### config.mk
export PLATFORM = sky130hd
export DESIGN_NAME = qnet_iq_feature_quantizer
export DESIGN_NICKNAME = d
export VERILOG_FILES = /design/src/rtl/qnet_iq_feature_quantizer.sv
export SDC_FILE = /design/constraint.sdc
export NUM_CORES = 1
export LEC_CHECK = 0
export CORE_MARGIN = 2
export CORE_UTILIZATION = 52
export CTS_BUF_LIST = sky130_fd_sc_hd__clkbuf_8
export CTS_CLUSTER_DIAMETER = 40
export DETAILED_ROUTE_END_ITERATION = 16
export HOLD_SLACK_MARGIN = 0.03
export MAX_ROUTING_LAYER = met4
export PLACE_DENSITY_LB_ADDON = 0.1
export SLEW_MARGIN = 15
export SYNTH_ARGS = -nofsm -noshare
export SYNTH_HDL_FRONTEND = slang
export SYNTH_SLANG_ARGS = --single-unit
### constraint.sdc
create_clock -name clk -period 6.6 [get_ports clk]
set_input_delay 1.32 -clock clk [delete_from_list [all_inputs] [get_ports clk]]
set_output_delay 1.32 -clock clk [all_outputs]
set_load 0.01 [all_outputs]
### src/rtl/qnet_iq_feature_quantizer.sv
// I/Q sample quantizer and window packer feeding the layer-0 LogicNets LUTs.
// Optional pairwise sample averaging is enabled by defining QNET_IQ_DECIMATE_EN.
module qnet_iq_feature_quantizer #(
    parameter int                         SAMPLE_W    = 16,
    parameter int                         NUM_SAMPLES = 16,
    parameter logic signed [SAMPLE_W-1:0] TH0         = -16'sd1024,
    parameter logic signed [SAMPLE_W-1:0] TH1         = 16'sd0,
    parameter logic signed [SAMPLE_W-1:0] TH2         = 16'sd1024,
    localparam int                        OUT_W       = 4 * NUM_SAMPLES
) (
    input  logic                       clk,
    input  logic                       rst_n,
    input  logic signed [SAMPLE_W-1:0] s_i,
    input  logic signed [SAMPLE_W-1:0] s_q,
    input  logic                       s_first,
    input  logic                       s_valid,
    output logic                       s_ready,
    output logic [OUT_W-1:0]           m_data,
    output logic                       m_valid,
    input  logic                       m_ready,
    output logic [1:0]                 err
);

    localparam int             CNT_W    = (NUM_SAMPLES > 2) ? $clog2(NUM_SAMPLES) : 1;
    localparam logic [CNT_W-1:0] LAST_IDX = CNT_W'(NUM_SAMPLES - 1);

    if (NUM_SAMPLES < 2) begin : g_bad_num_samples
        $error("qnet_iq_feature_quantizer: NUM_SAMPLES must be at least 2");
    end
    if ((TH0 > TH1) || (TH1 > TH2)) begin : g_bad_thresholds
        $error("qnet_iq_feature_quantizer: thresholds must satisfy TH0 <= TH1 <= TH2");
    end

    typedef enum logic [1:0] {
        IDLE    = 2'd0,
        COLLECT = 2'd1,
        HOLD    = 2'd2
    } state_t;

    state_t             state_r, state_s;
    logic [CNT_W-1:0]   cnt_r, cnt_s;
    logic [OUT_W-1:0]   vec_r, vec_s;
    logic [OUT_W-1:0]   m_data_r, m_data_s;
    logic               m_valid_r, m_valid_s;
    logic [1:0]         err_r, err_s;
    logic               xfer_s;
    logic               start_s;
    logic               store_s;
    logic [3:0]         code_s;
    logic signed [SAMPLE_W-1:0] qi_s, qq_s;

    // Thermometer count of thresholds at or below x, range 0..3.
    function automatic logic [1:0] quantize(input logic signed [SAMPLE_W-1:0] x);
        return {1'b0, (x >= TH0)} + {1'b0, (x >= TH1)} + {1'b0, (x >= TH2)};
    endfunction

`ifdef QNET_IQ_DECIMATE_EN
    logic                       half_r, half_s;
    logic                       take_half_s;
    logic signed [SAMPLE_W-1:0] hi_r, hi_s, hq_r, hq_s;
    logic signed [SAMPLE_W:0]   sum_i_s, sum_q_s;

    // Floor average of the held first half and the incoming second half.
    assign sum_i_s = $signed({hi_r[SAMPLE_W-1], hi_r}) + $signed({s_i[SAMPLE_W-1], s_i});
    assign sum_q_s = $signed({hq_r[SAMPLE_W-1], hq_r}) + $signed({s_q[SAMPLE_W-1], s_q});
    assign qi_s    = SAMPLE_W'(sum_i_s >>> 1);
    assign qq_s    = SAMPLE_W'(sum_q_s >>> 1);
`else
    assign qi_s    = s_i;
    assign qq_s    = s_q;
`endif

    assign code_s  = {quantize(qq_s), quantize(qi_s)};
    assign s_ready = (state_r != HOLD);
    assign xfer_s  = s_valid && s_ready;
    assign m_data  = m_data_r;
    assign m_valid = m_valid_r;
    assign err     = err_r;

    // Next-state, window assembly and output-register update.
    always_comb begin
        state_s   = state_r;
        cnt_s     = cnt_r;
        vec_s     = vec_r;
        m_data_s  = m_data_r;
        m_valid_s = m_valid_r;
        err_s     = 2'b00;
        start_s   = 1'b0;
        store_s   = 1'b0;
`ifdef QNET_IQ_DECIMATE_EN
        half_s      = half_r;
        hi_s        = hi_r;
        hq_s        = hq_r;
        take_half_s = 1'b0;
`endif

        case (state_r)
            IDLE: begin
                if (xfer_s && s_first) begin
                    start_s = 1'b1;
                end else if (xfer_s) begin
                    err_s[1] = 1'b1;
                end else begin
                    state_s = IDLE;
                end
            end
            COLLECT: begin
                // A new s_first mid-window abandons everything collected so far.
                if (xfer_s && s_first) begin
                    start_s  = 1'b1;
                    err_s[0] = 1'b1;
                end else if (xfer_s) begin
`ifdef QNET_IQ_DECIMATE_EN
                    if (half_r) begin
                        store_s = 1'b1;
                    end else begin
                        take_half_s = 1'b1;
                    end
`else
                    store_s = 1'b1;
`endif
                end else begin
                    state_s = COLLECT;
                end
            end
            HOLD: begin
                if (m_ready) begin
                    m_valid_s = 1'b0;
                    state_s   = IDLE;
                end else begin
                    state_s   = HOLD;
                end
            end
            default: begin
                m_valid_s = 1'b0;
                state_s   = IDLE;
            end
        endcase

        if (start_s) begin
            vec_s   = {OUT_W{1'b0}};
            state_s = COLLECT;
`ifdef QNET_IQ_DECIMATE_EN
            hi_s   = s_i;
            hq_s   = s_q;
            half_s = 1'b1;
            cnt_s  = {CNT_W{1'b0}};
`else
            vec_s[3:0] = code_s;
            cnt_s      = CNT_W'(1);
`endif
        end else if (store_s) begin
            vec_s[4*int'(cnt_r) +: 4] = code_s;
`ifdef QNET_IQ_DECIMATE_EN
            half_s = 1'b0;
`endif
            if (cnt_r == LAST_IDX) begin
                m_data_s  = vec_s;
                m_valid_s = 1'b1;
                cnt_s     = {CNT_W{1'b0}};
                state_s   = HOLD;
            end else begin
                cnt_s     = cnt_r + CNT_W'(1);
            end
        end else begin
`ifdef QNET_IQ_DECIMATE_EN
            if (take_half_s) begin
                hi_s   = s_i;
                hq_s   = s_q;
                half_s = 1'b1;
            end else begin
                half_s = half_r;
            end
`else
            cnt_s = cnt_s;
`endif
        end
    end

    // State and output registers with synchronous active-low reset.
    always_ff @(posedge clk) begin
        if (!rst_n) begin
            state_r   <= IDLE;
            cnt_r     <= {CNT_W{1'b0}};
            vec_r     <= {OUT_W{1'b0}};
            m_data_r  <= {OUT_W{1'b0}};
            m_valid_r <= 1'b0;
            err_r     <= 2'b00;
`ifdef QNET_IQ_DECIMATE_EN
            half_r    <= 1'b0;
            hi_r      <= {SAMPLE_W{1'b0}};
            hq_r      <= {SAMPLE_W{1'b0}};
`endif
        end else begin
            state_r   <= state_s;
            cnt_r     <= cnt_s;
            vec_r     <= vec_s;
            m_data_r  <= m_data_s;
            m_valid_r <= m_valid_s;
            err_r     <= err_s;
`ifdef QNET_IQ_DECIMATE_EN
            half_r    <= half_s;
            hi_r      <= hi_s;
            hq_r      <= hq_s;
`endif
        end
    end

endmodule

==> key figures <==
Run status
  – Status: finished, final reports clean

Timing
  – Finish-stage setup viols: 0
  – Tightest Pin Transition: 1.08 ns
  – Period utilization: approximately 65%
  – Min Tclk post-route: ~4.3 ns
  – Final WS setup: approximately 2.3 ns
  – Final hold vios: 0
  – Max Slew Vio Count: 0
  – RSZ-0062 raised after global routing: no
  – Post-Route Skew: about 0.0094 ns
  – Fmax: 0.232 GHz
  – Slew HR: 28.3%
  – Setup Total Neg Slack: 0 ns

CTS
  – Hold buffers post-CTS: 0
  – Post-CTS setup buffers: 0
  – Worst-Skew Late Latency: approximately 0.45 ns
  – Total CTS buffers: 17
  – CTS tree: done
  – PostCTS Resize Cnt: 0
  – Root Buffer: clkbuf_8
  – Clk buf depth: 2
  – Clock slew at the register clock pins of the worst setup and hold paths: approximately 0.080 ns
  – # H-tree levels: 4
  – Clk sinks: roughly 140

Cells and area
  – Fill cells: 966
  – Layout cells sized above 1: 7.84%
  – Layout area overhead: 20.2%
  – Nets@finish: 784
  – Design area: 0.00736 sq mm
  – Ant. Diodes: 0

GRT
  – Antenna violations before repair: 0
  – Grt total ovfl: 0
  – Largest net degree at the start of global routing: 81
  – GRT Util Overall: 26.7%
  – Vias in the first global route: 5211
  – First-pass GRT wire length: roughly 26 mm

Synthesis
  – Post-synth EDFFs: 0
  – Yosys top cell area share: between 40% and 50%
  – Top area cells in the synthesized netlist: dfxtp_1, mux2i_1, o21ai_0
  – Asr flop ratio synth: 0%
  – Synth Cell Area: about 0.006 sq mm
  – Synth Area per Inst: about 9 sq um
  – Ys Warns: 0
  – Net Count, Synth: 740
  – Post-synth top flop: dfxtp_1
  – Seq/Total Area, Yosys: 44.8%
  – Synth Instances: between 600 and 700
  – Synth cell types: between 50 and 60
  – #FFs+latches synth: between 100 and 150
  – Largest area contributor in the netlist: dfxtp_1

Place
  – Port Buffers: 84
  – DP Area: 0.00690 sq mm
  – Pre-CTS WS: between 1.5 and 2 ns
  – GPL Wtd Cong: 0.898
  – DP Wirelength: approximately 10 mm

Routing
  – # DRC: 0
  – First DRT Iteration DRCs: about 350
  – Wirelength per Cell: 17.8 um
  – Avg Vias per Cell: about 6.0
  – Antenna-violating nets left: 0
  – Vias post-DR: roughly 5400
  – Total Wirelength: 16.0 mm
  – DRT Pass-1 Iters: 5

Power and ir drop
  – Max VDD drop: 0.198 mV
  – Power Dens Cells: around 240 mW/mm^2
  – LEAKAGE: around 0.0028 uW

Worst setup path
  – Critical path endpoint category: register
  – Crit Path Max Fanout: 29
  – Critical path required time: approximately 7 ns
  – Crit path kind: input port to register
  – CP Launch Type: input port
  – Crit path arrival time: 4.64 ns

Die
  – Initial Util: a little over half
  – I/O pin count: 105
  – Die Ht: about 110 um
  – Die ar.: 0.0127 sq mm
  – Core footprint: between 0.01 and 0.015 sq mm
  – Chip Width: between 100 and 150 um
  – Cell Rows: 39

Run
  – Number of max-cap violations: 0

Min path
  – Hold crit path type: register to register
layer usage:
| metal | part of all wire, % | wire (um) | GRT usage [%] |
|---|---|---|---|
| met1 | 47 | 7440 | 35.0 |
| met2 | 47 | 7510 | 41.6 |
| met3 | 4.8 | 766 | 4.81 |
| met4 | 1.5 | 235 | 9.84 |
| met5 | 0 | 0 | - |
area by class of cell:
type,instances,area [sq um],area share (%)
Inverter,8,30.0,0.408
Clock buffer,19,262,3.55
Sequential cell,137,2740,37.2
Multi-Input combinational cell,489,3090,42.0
Tap cell,143,179,2.43
Clock inverter,13,199,2.70
Timing Repair Buffer,87,858,11.7
Yosys cell counts, types with 5 or more instances:
master     instances
clkbuf_1          43
dfxtp_1          137
and2_1             6
o21ai_0           62
a31oi_1            7
o221a_2            8
o311ai_0           8
buf_2             11
inv_1              8
nand3_1           48
mux2i_1           40
nor2_1            78
o2111ai_1          8
o211a_1            8
nand2_1           51
nor3_1            10
o211ai_1          17
and3_1             6
a21oi_1           41
a211oi_1          25
ha_1               5
worst paths after layout:
path,to,slack [ns],cells past startpoint,startpoint
max,m_data[3],2.30,6,s_valid
min,m_data[2],0.46,2,m_data[2]
max reg2reg,m_data[3],3.39,5,state_r[1]
min reg2reg,m_data[2],0.46,2,m_data[2]
worst max-delay path, stage by stage:
cell and delay (ns):
clkdlybuf4s50_1 0.53, nor2b_1 0.32, and3b_1 0.93, nand2_1 0.91
a21oi_1 0.52, nor2_1 0.09
cells by family (layout without fill, tap and decap cells):
logic type / Yosys count / in the layout / synth area share, %
adder cells (fa/ha/maj): 7 / 7 / 1.68
multiplexers: 40 / 40 / 6.54
XOR/XNOR: 3 / 3 / 0.429
AND/OR/NAND/NOR: 230 / 230 / 17.9
flip-flops: 137 / 137 / 44.8
buffers and inverters: 70 / 127 / 4.88
AO/OA/AOI/OAI: 209 / 209 / 23.8
power by group:
| group | switching [uW] | internal (uW) |
|---|---|---|
| clock network | 328 | 467 |
| registers | 3.99 | 829 |
| logic | 85.0 | 31.8 |
| total | 417 | 1330 |
state kept, by name, indices dropped and copies added (netlist names):
| name | flops |
|---|---|
| err | 2 |
| state_r | 2 |
| m_valid | 1 |
| vec_r | 64 |
| m_data | 64 |
| cnt_r | 4 |
placed cells by master, fill, tap and decap left out, types with 7 or more instances in the layout:
| cell type | instances |
|---|---|
| a211oi_1 | 25 |
| nor2_1 | 77 |
| clkdlybuf4s50_1 | 83 |
| nor3_1 | 10 |
| o221a_2 | 8 |
| nand3_1 | 48 |
| nand2_1 | 50 |
| inv_1 | 8 |
| a31oi_1 | 7 |
| o21ai_0 | 62 |
| o311ai_0 | 8 |
| clkbuf_8 | 19 |
| mux2i_1 | 40 |
| o211a_1 | 8 |
| dfxtp_1 | 137 |
| a21oi_1 | 41 |
| o211ai_1 | 17 |
| o2111ai_1 | 8 |
per-stage QoR:
| step | hold WS, ns | cells | power, uW | util [%] |
|---|---|---|---|---|
| floorplan | 0.436 | 696 | 928 | - |
| global placement | 0.445 | 864 | 964 | 60.2 |
| detailed placement | 0.460 | 864 | 967 | 60.2 |
| CTS | 0.473 | 896 | 1750 | 64.2 |
| global route | 0.499 | 896 | 1790 | 64.2 |
| finish | 0.465 | 896 | 1740 | 64.2 |
(Power assumes the default switching activity.)
